[config.mk]
export PLATFORM = sky130hd
export DESIGN_NAME = instr_encoder
export DESIGN_NICKNAME = d
export VERILOG_FILES = /design/src/rtl/instr_encoder.sv
export SDC_FILE = /design/constraint.sdc
export NUM_CORES = 1
export LEC_CHECK = 0
export ABC_AREA = 1
export BUFFER_PORTS_ARGS = -buffer_cell sky130_fd_sc_hd__buf_2
export CORE_MARGIN = 2
export CORE_UTILIZATION = 60
export CTS_CLUSTER_SIZE = 25
export DETAILED_ROUTE_END_ITERATION = 10
export MAX_ROUTING_LAYER = met4
export PLACE_DENSITY = 0.84
export REMOVE_ABC_BUFFERS = 1
export SLEW_MARGIN = 15
export SYNTH_ARGS = -nofsm -noshare
export SYNTH_HDL_FRONTEND = slang
export SYNTH_SLANG_ARGS = --single-unit
[constraint.sdc]
create_clock -name clk -period 3.3 [get_ports clk]
set_input_delay 0.165 -clock clk [delete_from_list [all_inputs] [get_ports clk]]
set_output_delay 0.165 -clock clk [all_outputs]
set_load 0.01 [all_outputs]
[src/rtl/instr_encoder.sv]
// RV32I instruction encoder: legality check plus encoding of a request, queued
// through a 4-entry in-order FIFO. Rejected requests pulse err_pulse and bump a saturating counter.
module instr_encoder (
  input  logic        clk,
  input  logic        reset,
  input  logic        in_valid,
  output logic        in_ready,
  input  logic [2:0]  in_kind,
  input  logic [3:0]  in_aluop,
  input  logic [4:0]  in_rd,
  input  logic [4:0]  in_rs1,
  input  logic [4:0]  in_rs2,
  input  logic [31:0] in_imm,
  output logic        out_valid,
  input  logic        out_ready,
  output logic [31:0] out_instr,
  output logic        err_pulse,
  output logic [7:0]  illegal_cnt,
  output logic [2:0]  level
);

  localparam logic [2:0] K_RALU = 3'd0;
  localparam logic [2:0] K_IALU = 3'd1;
  localparam logic [2:0] K_LW   = 3'd2;
  localparam logic [2:0] K_SW   = 3'd3;
  localparam logic [2:0] K_BEQ  = 3'd4;
  localparam logic [2:0] K_JAL  = 3'd5;
  localparam logic [2:0] K_JALR = 3'd6;
  localparam logic [2:0] K_LUI  = 3'd7;

  localparam logic [3:0] OP_ADD = 4'd1;
  localparam logic [3:0] OP_SUB = 4'd2;
  localparam logic [3:0] OP_AND = 4'd3;
  localparam logic [3:0] OP_OR  = 4'd4;
  localparam logic [3:0] OP_XOR = 4'd5;
  localparam logic [3:0] OP_SLL = 4'd7;
  localparam logic [3:0] OP_SRL = 4'd8;
  localparam logic [3:0] OP_SRA = 4'd9;

  localparam logic [6:0] OPC_R    = 7'b0110011;
  localparam logic [6:0] OPC_I    = 7'b0010011;
  localparam logic [6:0] OPC_LW   = 7'b0000011;
  localparam logic [6:0] OPC_SW   = 7'b0100011;
  localparam logic [6:0] OPC_BEQ  = 7'b1100011;
  localparam logic [6:0] OPC_JAL  = 7'b1101111;
  localparam logic [6:0] OPC_JALR = 7'b1100111;
  localparam logic [6:0] OPC_LUI  = 7'b0110111;

  logic        alu_ok;
  logic        is_shift;
  logic [2:0]  funct3;
  logic [6:0]  funct7;
  logic        imm12_ok;
  logic        imm13_ok;
  logic        imm21_ok;
  logic        enc_legal;
  logic [31:0] enc_word;

  always_comb begin
    alu_ok   = 1'b1;
    is_shift = 1'b0;
    funct3   = 3'b000;
    funct7   = 7'b0000000;
    case (in_aluop)
      OP_ADD: funct3 = 3'b000;
      OP_SUB: begin
        funct3 = 3'b000;
        funct7 = 7'b0100000;
      end
      OP_AND: funct3 = 3'b111;
      OP_OR:  funct3 = 3'b110;
      OP_XOR: funct3 = 3'b100;
      OP_SLL: begin
        funct3   = 3'b001;
        is_shift = 1'b1;
      end
      OP_SRL: begin
        funct3   = 3'b101;
        is_shift = 1'b1;
      end
      OP_SRA: begin
        funct3   = 3'b101;
        funct7   = 7'b0100000;
        is_shift = 1'b1;
      end
      default: alu_ok = 1'b0;
    endcase
  end

  // Sign-representability: all bits above the field's sign bit must match it.
  assign imm12_ok = (&in_imm[31:11]) | ~(|in_imm[31:11]);
  assign imm13_ok = ((&in_imm[31:12]) | ~(|in_imm[31:12])) & ~in_imm[0];
  assign imm21_ok = ((&in_imm[31:20]) | ~(|in_imm[31:20])) & ~in_imm[0];

  always_comb begin
    enc_legal = 1'b0;
    enc_word  = 32'd0;
    case (in_kind)
      K_RALU: begin
        enc_legal = alu_ok;
        enc_word  = {funct7, in_rs2, in_rs1, funct3, in_rd, OPC_R};
      end
      K_IALU: begin
        if (is_shift) begin
          enc_legal = alu_ok & ~(|in_imm[31:5]);
          enc_word  = {funct7, in_imm[4:0], in_rs1, funct3, in_rd, OPC_I};
        end else begin
          enc_legal = alu_ok & (in_aluop != OP_SUB) & imm12_ok;
          enc_word  = {in_imm[11:0], in_rs1, funct3, in_rd, OPC_I};
        end
      end
      K_LW: begin
        enc_legal = imm12_ok;
        enc_word  = {in_imm[11:0], in_rs1, 3'b010, in_rd, OPC_LW};
      end
      K_SW: begin
        enc_legal = imm12_ok;
        enc_word  = {in_imm[11:5], in_rs2, in_rs1, 3'b010, in_imm[4:0], OPC_SW};
      end
      K_BEQ: begin
        enc_legal = imm13_ok;
        enc_word  = {in_imm[12], in_imm[10:5], in_rs2, in_rs1, 3'b000,
                     in_imm[4:1], in_imm[11], OPC_BEQ};
      end
      K_JAL: begin
        enc_legal = imm21_ok;
        enc_word  = {in_imm[20], in_imm[10:1], in_imm[11], in_imm[19:12], in_rd, OPC_JAL};
      end
      K_JALR: begin
        enc_legal = imm12_ok;
        enc_word  = {in_imm[11:0], in_rs1, 3'b000, in_rd, OPC_JALR};
      end
      K_LUI: begin
        enc_legal = ~(|in_imm[11:0]);
        enc_word  = {in_imm[31:12], in_rd, OPC_LUI};
      end
      default: begin
        enc_legal = 1'b0;
        enc_word  = 32'd0;
      end
    endcase
  end

  logic [31:0] mem [0:3];
  logic [1:0]  wr_ptr;
  logic [1:0]  rd_ptr;
  logic [2:0]  count;
  logic        accept;
  logic        push;
  logic        pop;

  assign in_ready  = (count < 3'd4);
  assign out_valid = (count != 3'd0);
  assign level     = count;
  assign accept    = in_valid & in_ready;
  assign push      = accept & enc_legal;
  assign pop       = out_valid & out_ready;
  // Empty FIFO presents zero so stale entries never leak after reset or drain.
  assign out_instr = out_valid ? mem[rd_ptr] : 32'd0;

  always_ff @(posedge clk) begin
    if (push) mem[wr_ptr] <= enc_word;
  end

  always_ff @(posedge clk or posedge reset) begin
    if (reset) begin
      wr_ptr <= 2'd0;
      rd_ptr <= 2'd0;
      count  <= 3'd0;
    end else begin
      if (push) wr_ptr <= wr_ptr + 2'd1;
      if (pop)  rd_ptr <= rd_ptr + 2'd1;
      case ({push, pop})
        2'b10:   count <= count + 3'd1;
        2'b01:   count <= count - 3'd1;
        default: count <= count;
      endcase
    end
  end

  always_ff @(posedge clk or posedge reset) begin
    if (reset) begin
      err_pulse   <= 1'b0;
      illegal_cnt <= 8'd0;
    end else begin
      err_pulse <= accept & ~enc_legal;
      if (accept && !enc_legal && illegal_cnt != 8'hFF)
        illegal_cnt <= illegal_cnt + 8'd1;
    end
  end

endmodule

# Word level (Yosys, flattened, before mapping)
# Memory sizes are Yosys's and may differ from the RTL's.
# Index checks and enable logic that the tools add are counted.
# totals
regBits	16
inputBits	58
n_memories	1
ram_bits	128
word_cells	81
out_inout_bits	46
# mem_list
memory	depth	word_bits	read_ports	rd_ports_with_merged_regs	write_ports	line_no	text
mem	4	32	1	0	1	144	logic [31:0] mem [0:3];
# classes
order_cmp	1
reduce_logical	19
n_addsub	5
muxes	12
n_eq_ne	19
n_bitwise	19
# ops
op	n
one-hot mux 32 bit (8 select lines)	1
2-to-1 mux 32 bit	2
OR reduction 27 bit	1
OR reduction 12 bit	2
AND reduction 21 bit	1
OR reduction 21 bit	1
AND reduction 20 bit	1
OR reduction 20 bit	1
one-hot mux 3 bit (5 select lines)	1
== test 3 bit, second input constant	4
== test 4 x 3 -> 1 bit, second input constant	3
AND reduction 12 bit	1
bitwise AND 1 bit	9
adder 8 x 1 -> 8 bit, second input constant	1
== test 4 x 2 -> 1 bit, second input constant	2
== test 4 bit, second input constant	2
!= test 8 bit, second input constant	1
OR reduction 8 bit	1
NOT 1 bit	7
== test 3 x 2 -> 1 bit, second input constant	2
2-to-1 mux 6 bit	1
one-hot mux 1 bit (6 select lines)	1
one-hot mux 3 bit (2 select lines)	1
OR reduction 3 bit	2
other kinds (17)	26

# Logic depth before layout (Yosys ltp)
# Gate-level depths: netlist (run 1).
# logic_depth
ltp_word	10
depth_mapped	17
mapped_depth_nobuf	17

# Worst setup path after synthesis (run 1)
# OpenSTA, ideal clock, no wires.
# synth_path
kind	input to register
startpoint	input port in_kind[1]
endpoint	memory mem[0][10], enable pin
arrival_ns	1.887
path_slack_ns	1.020
setup_time_ns	0.393
path_stages	10
required_ns	2.907
path_buffers	1
cell_sequence	buf_4 > nor2_2 > nand2_1 > nand2_2 > o21ai_1 > inv_1 > nand2_1 > nand2_2 > nand2_4 > nor2_2
# synth_between
elab_chain_cells	6
elab_cells_between_ends	13
classes_between	7 x eq/ne; 3 x mux; 1 x bitwise; 2 x reduce/logical
# synth_lines
item	line_no	text
from (decl)	8	input logic [2:0] in_kind,
== test 3 bit / == test 3 x 2 -> 1 bit (equally long branches)	98	case (in_kind)
OR reduction 3 bit (no source line)	-	
one-hot mux 1 bit (6 select lines) *	98	
bitwise AND 1 bit *	156	assign push = accept & enc_legal;
2-to-1 mux 1 bit *	162	if (push) mem[wr_ptr] <= enc_word;
2-to-1 mux 1 bit (implied by the code) *	162	
to (decl)	144	
# Mark *: on every way between the ends. The rest lies on a longest branch, timed or not.

# Worst setup path after layout (run 1)
# layout_path
startpoint	register rd_ptr[0]
endpoint	output port out_instr[12]
# layout_between
elab_chain_cells	2
# layout_lines
item	line_no	text
from (decl)	146	logic [1:0] rd_ptr;
from (signal assigned)	172	if (pop) rd_ptr <= rd_ptr + 2'd1;
memory read (4 x 32 bit)	-	
2-to-1 mux 32 bit	159	assign out_instr = out_valid ? mem[rd_ptr] : 32'd0;
to (decl)	16	output logic [31:0] out_instr,
# Every way passes these cells.

==> flow_metrics.py, run 1 <==
metrics = {
    "grt": {
        "first_global_vias": 5399,
        "antenna_found_initial": 1,
        "grtUsageTotal_pct": 32.3,
        "grt_pass1_wl_um": 27400,
        "grt_max_degree": 45,
        "overflow": 0,
    },
    "critical_path": {
        "crit_top_cell": "nor2_1",
        "reg2reg_slack_ns": 1.34,
        "slowest_stage": "dfrtp_2",
        "crit_path_max_incr_delay_ns": 0.59,
        "r2r-end": "level[2]",
        "worstPathMaxFanout": 44,
        "critPathTopFamily": "buffers and inverters",
        "critPathArrivalTime_ns": 2.55,
        "cp_cell_sequence": "buf_4 > nor2_1 > nor2_1 > o21ai_0 > a21oi_1 > buf_2",
        "required_ns": 3.13,
        "worstSetupPathType": "register to output pin",
        "cp-start-kind": "register",
        "r2r_cells": 9,
        "cp_num_buf_inv": 2,
        "r2r-start": "level[2]",
        "crit_path_end_kind": "output pin",
    },
    "cts": {
        "root_buffer": "clkbuf_8",
        "clk_latency_ns": 0.52,
        "postCtsResizedCells": 0,
        "cts_htree_levels": 4,
        "cts_tree": "built",
        "clock_path_buffers": 2,
        "cts_sinks": 136,
        "cts_setup_buffers": 0,
        "cts_hold_buf": 3,
        "clk_pin_slew_ns": 0.06,
        "cts_buffers": 17,
    },
    "detailed_routing": {
        "post_drt_via_cell_ratio": 5.67,
        "dr.pass1.iters": 6,
        "wl_per_cell_um": 18.6,
        "drc": 0,
        "wl_um": 17900,
        "drtIter0Drc": 521,
        "antenna_left": 0,
        "vias": 5445,
    },
    "yosys": {
        "ys_seq_area_share_pct": 60.4,
        "ys.flop_type": "edfxtp_1",
        "postSynthAreaPerCell_um2": 9.49,
        "async_flop_share_pct": 11.8,
        "netlist_area_mm2": 0.00663,
        "yosys.cell_types.count": 36,
        "synth_area_leaders": "edfxtp_1, nor2_1, dfrtp_1, nand2_1, o21ai_0",
        "synth_seq_cells": 136,
        "netlist.area_leader.share_pct": 54.3,
        "syn_inst": 699,
        "synth.most_common_cell": "nor2_1",
        "synth_common_cells": "nor2_1, edfxtp_1, nand2_1",
        "synth_warnings": 0,
        "synth_edf_count": 120,
        "yosysTopAreaCell": "edfxtp_1",
    },
    "die": {
        "chipHeight_um": 109,
        "die_x_um": 109,
        "rows": 38,
        "die-area_mm2": 0.0119,
        "core_area_mm2": 0.0108,
        "initial_utilization_pct": 61.4,
        "ios": 104,
    },
    "place": {
        "dp_cells": 925,
        "place_ws_ns": 0.865,
        "io_buffers": 103,
        "place_congestion": 0.953,
        "dp_hpwl_um": 12500,
    },
    "power": {
        "powerDensity_mw_per_mm2": 751,
        "p_leak_nw": 3.29,
        "total_power_w": 0.00589,
        "irDropWorstVdd_v": 0.000620,
    },
    "finish": {
        "layout.cells.non_filler": 960,
        "drive_gt1_share_pct": 20.4,
        "fin_nets": 872,
        "syn_to_final_growth_pct": 18.2,
        "fillers": 741,
    },
    "timing": {
        "relSlewSlack_pct": 55.5,
        "worst_pin_slew_ns": 0.666,
        "drv_slew": 0,
        "setup_viol_count_final": 0,
        "clock.fmax_mhz": 369,
        "final.setup.tns_ns": 0,
        "period_minus_slack_ns": 2.71,
        "rsz0062_at_grt": "false",
        "worst_hold_slack_ns": 0.00143,
        "worst_slack_ns": 0.588,
        "hold_violations": 0,
        "finClkSkew_ns": 0.0120,
        "fin_crit_sh_pct": 82.2,
    },
    "flow_run": {
        "maxCapViolCount": 0,
    },
    "worst_hold_path": {
        "hp-class": "primary input to register",
        "min-delay-start": "in_rs1[2]",
        "holdPathStages": 3,
        "holdPathEnd": "mem[0][17]",
    },
    "status": {
        "status": "completed",
    },
}
[worst max-delay path by stage]
| stage | start | to | slack (ns) | depth (start not counted) |
|---|---|---|---|---|
| final | rd_ptr[0] | out_instr[12] | 0.59 | 6 |
| after global routing | rd_ptr[0] | out_instr[25] | 0.46 | 6 |
| after CTS | rd_ptr[0] | out_instr[12] | 0.64 | 6 |
| after detailed placement | in_kind[2] | level[2] | 0.86 | 15 |
| after global placement | in_kind[2] | level[2] | 0.87 | 14 |
| after floorplan | level[0] | level[1] | -0.46 | 8 |
[registers in the layout, summed over array words and instances (netlist names)]
signal       count
mem            120
illegal_cnt      8
wr_ptr           2
err_pulse        1
rd_ptr           2
level            3
[area by class of cell]
cell class,instances,area (um2),share of cell area [%]
inverters,67,251,3.21
clock inverters,13,108,1.37
flip-flops and latches,136,4010,51.1
well taps,140,175,2.23
repair buffers,116,621,7.92
multi-input cells,469,2260,28.8
diodes,1,2.50,0.0319
clock buffers,18,418,5.33
[kinds of logic after synthesis]
family	share of synthesized area, %
flip-flops	60.4
adder cells (fa/ha/maj)	1.43
XOR/XNOR	1.19
buffers and inverters	5.62
multiplexers	0.755
AO/OA/AOI/OAI	9.72
AND/OR/NAND/NOR	20.9
[routing by layer]
layer  up-vias  track usage (%)  routed length, um
li1       2563                -                  -
met5         -                -                  0
met4         0             12.1                349
met1      2584             39.5               7130
met2       271             52.8               8940
met3        27             7.23               1450
[worst min-delay path: stages]
cell	delay [ns]
buf_2	0.07
mux2i_1	0.05
inv_1	0.10
[power breakdown]
part	internal (W)	total, W	switching (W)
registers	0.00197	0.00208	0.000115
clock network	0.000986	0.00167	0.000683
logic	0.000735	0.00213	0.00140
total	0.00369	0.00589	0.00220
[cells in the final DEF (no fill, tap or decap), types with 3 or more instances in the layout]
cell and n:
a21oi_1 33, buf_2 103, buf_4 10, clkbuf_16 16, clkinv_2 4, clkinv_4 3
dfrtp_1 15, dlygate4sd3_1 3, edfxtp_1 120, ha_1 6, inv_1 62, inv_2 5
mux2i_1 5, nand2_1 104, nand2_2 5, nand2_4 3, nand3_1 19, nand4_1 12
nor2_1 170, nor2_2 5, nor3_1 5, o21ai_0 72, o221ai_1 3, o22ai_1 3
xnor2_1 3, xor2_1 6
[per-stage QoR]
stage / utilization (%) / cell area, um2
2_1_floorplan: - / 6510
3_3_place_gp: 67.5 / 7280
3_5_place_dp: 67.5 / 7280
4_1_cts: 72.6 / 7840
5_1_grt: 72.6 / 7840
6_report: 72.6 / 7840
No activity file was read; power rests on OpenSTA's default activity.
==> inputs of run 2 (changes only) <==
--- a/config.mk
+++ b/config.mk
@@ -8,11 +8,11 @@
 export ABC_AREA = 1
 export BUFFER_PORTS_ARGS = -buffer_cell sky130_fd_sc_hd__buf_2
 export CORE_MARGIN = 2
-export CORE_UTILIZATION = 60
+export CORE_UTILIZATION = 57
 export CTS_CLUSTER_SIZE = 25
 export DETAILED_ROUTE_END_ITERATION = 10
 export MAX_ROUTING_LAYER = met4
-export PLACE_DENSITY = 0.84
+export PLACE_DENSITY = 0.8
 export REMOVE_ABC_BUFFERS = 1
 export SLEW_MARGIN = 15
 export SYNTH_ARGS = -nofsm -noshare
==> constraint.sdc (replaced) <==
create_clock -name clk -period 2.8 [get_ports clk]
set_input_delay 0.14 -clock clk [delete_from_list [all_inputs] [get_ports clk]]
set_output_delay 0.14 -clock clk [all_outputs]
set_load 0.01 [all_outputs]
==> run 2 against run 1 <==
  * Die area is 5.1% higher
  * Clock-buffer cell count up 7
  * Clock skew shrank 0.0034 ns
  * First-iteration DRC count fell by 9.0%
  * Sequential share of layout area decreased by 0.90 points
  * Register-to-register slack lost 0.59 ns
  * Routed wire length down 4.9%
  * Worst hold slack improved by 0.079 ns
  * Critical path depth up 1
  * Non-clock buffer count rose by 4
  * Critical endpoint is now out_instr[29]
  * Largest cell class unchanged
  * Largest power group is now sequential cells
  * Highest routed layer unchanged
==> flow_metrics.py, run 2 (synthesized netlist as in run 1, its figures left out) <==
metrics = {
    "detailed_routing": {
        "dr.pass1.iters": 6,
        "wl_per_cell_um": 17.6,
        "post_drt_via_cell_ratio": 5.71,
        "vias": 5523,
        "drc": 0,
        "wl_um": 17000,
        "drtIter0Drc": 474,
        "antenna_left": 0,
    },
    "cts": {
        "clk_latency_ns": 0.41,
        "clk_pin_slew_ns": 0.06,
        "cts_tree": "built",
        "cts_sinks": 136,
        "cts_buffers": 17,
        "cts_htree_levels": 4,
        "root_buffer": "clkbuf_16",
        "clock_path_buffers": 2,
        "cts_setup_buffers": 0,
    },
    "place": {
        "dp_cells": 933,
        "dp_hpwl_um": 11400,
        "io_buffers": 103,
        "place_ws_ns": 0.295,
        "place_congestion": 0.981,
    },
    "critical_path": {
        "worstSetupPathType": "register to output pin",
        "r2r_cells": 9,
        "crit_path_end_kind": "output pin",
        "r2r-end": "level[2]",
        "cp-start-kind": "register",
        "crit_end": "out_instr[29]",
        "worstPathMaxFanout": 31,
        "critPathArrivalTime_ns": 2.38,
        "required_ns": 2.66,
        "reg2reg_slack_ns": 0.75,
        "crit_start": "rd_ptr[1]",
        "r2r-start": "level[2]",
    },
    "timing": {
        "hold_violations": 0,
        "clock.fmax_mhz": 397,
        "drv_slew": 0,
        "finClkSkew_ns": 0.00863,
        "setup_viol_count_final": 0,
        "final.setup.tns_ns": 0,
        "worst_slack_ns": 0.282,
        "rsz0062_at_grt": "false",
        "relSlewSlack_pct": 59.0,
        "period_minus_slack_ns": 2.52,
        "fin_crit_sh_pct": 89.9,
        "worst_pin_slew_ns": 0.614,
    },
    "flow_run": {
        "maxCapViolCount": 0,
    },
    "die": {
        "die_x_um": 112,
        "core_area_mm2": 0.0114,
        "initial_utilization_pct": 58.3,
        "ios": 104,
        "die-area_mm2": 0.0125,
        "chipHeight_um": 112,
        "rows": 39,
    },
    "finish": {
        "drive_gt1_share_pct": 21.1,
        "final_core_utilization_pct": 70.2,
        "final_cell_mix": "nor2_1, edfxtp_1, nand2_1",
        "final_common_cell": "nor2_1",
        "largest_reg_flops": 120,
        "fin_nets": 876,
        "top_register": "mem",
        "layout.cells.non_filler": 968,
        "syn_to_final_growth_pct": 20.3,
    },
    "power": {
        "powerDensity_mw_per_mm2": 897,
        "total_power_w": 0.00716,
        "p_leak_nw": 3.37,
        "irDropWorstVdd_v": 0.000546,
    },
    "grt": {
        "first_global_vias": 5546,
        "grt_pass1_wl_um": 27000,
        "antenna_found_initial": 1,
        "grt_max_degree": 32,
        "overflow": 0,
        "grtUsageTotal_pct": 28.9,
    },
    "worst_hold_path": {
        "hp-class": "primary input to register",
    },
    "status": {
        "status": "completed",
    },
}
## run 2: worst min path at each step
stage | to | cells after the start | slack, ns | from
floorplan | err_pulse | 1 | 0.05 | reset
global placement | illegal_cnt[6] | 2 | 0.23 | reset
detailed placement | illegal_cnt[6] | 2 | 0.24 | reset
CTS | mem[3][11] | 3 | 0.06 | in_rd[4]
global route | mem[3][11] | 3 | 0.09 | in_rd[4]
finish | mem[3][11] | 3 | 0.08 | in_rd[4]
## run 2: critical path: stages, from the launching register on
cell and delay [ns]:
dfrtp_1 0.36, buf_4 0.38, inv_1 0.31, buf_4 0.28, nor2_1 0.13, o21ai_0 0.11
a21oi_1 0.20, buf_2 0.17
## run 2: per-stage QoR
step	instance area [um2]	hold WS, ns
CTS	7980	0.0624
detailed placement	7350	0.243
floorplan	6510	0.0537
finish	7980	0.0804
global placement	7350	0.230
global route	7980	0.0863
## run 2: where the power goes
| part | internal [W] | switching (W) | leakage [nW] |
|---|---|---|---|
| Combinational | 0.000889 | 0.00158 | 1.77 |
| Sequential | 0.00232 | 0.000153 | 1.29 |
| Clock | 0.00140 | 0.000818 | 0.305 |
## run 2: final cells by class
class | count | area, um2
antenna | 1 | 2.50
clock buffer | 25 | 561
clock inverter | 7 | 48.8
fill | 845 | 3390
inverter | 67 | 251
multi-input combinational | 469 | 2260
sequential | 136 | 4010
tap | 143 | 179
timing repair buffer | 120 | 673
## run 2: routing by layer
metal,up-vias,share of wire [%],GRT usage (%)
met1,2615,38,34.2
met4,0,3.5,14.3
met2,286,50,46.6
met3,55,7.8,6.70
li1,2567,-,-
met5,-,0,-
## run 2: what timing repair did
item,4_1_cts,5_1_grt
hold buffers,2,0
endpoints found under the hold margin,17,0
gates resized for setup,0,0
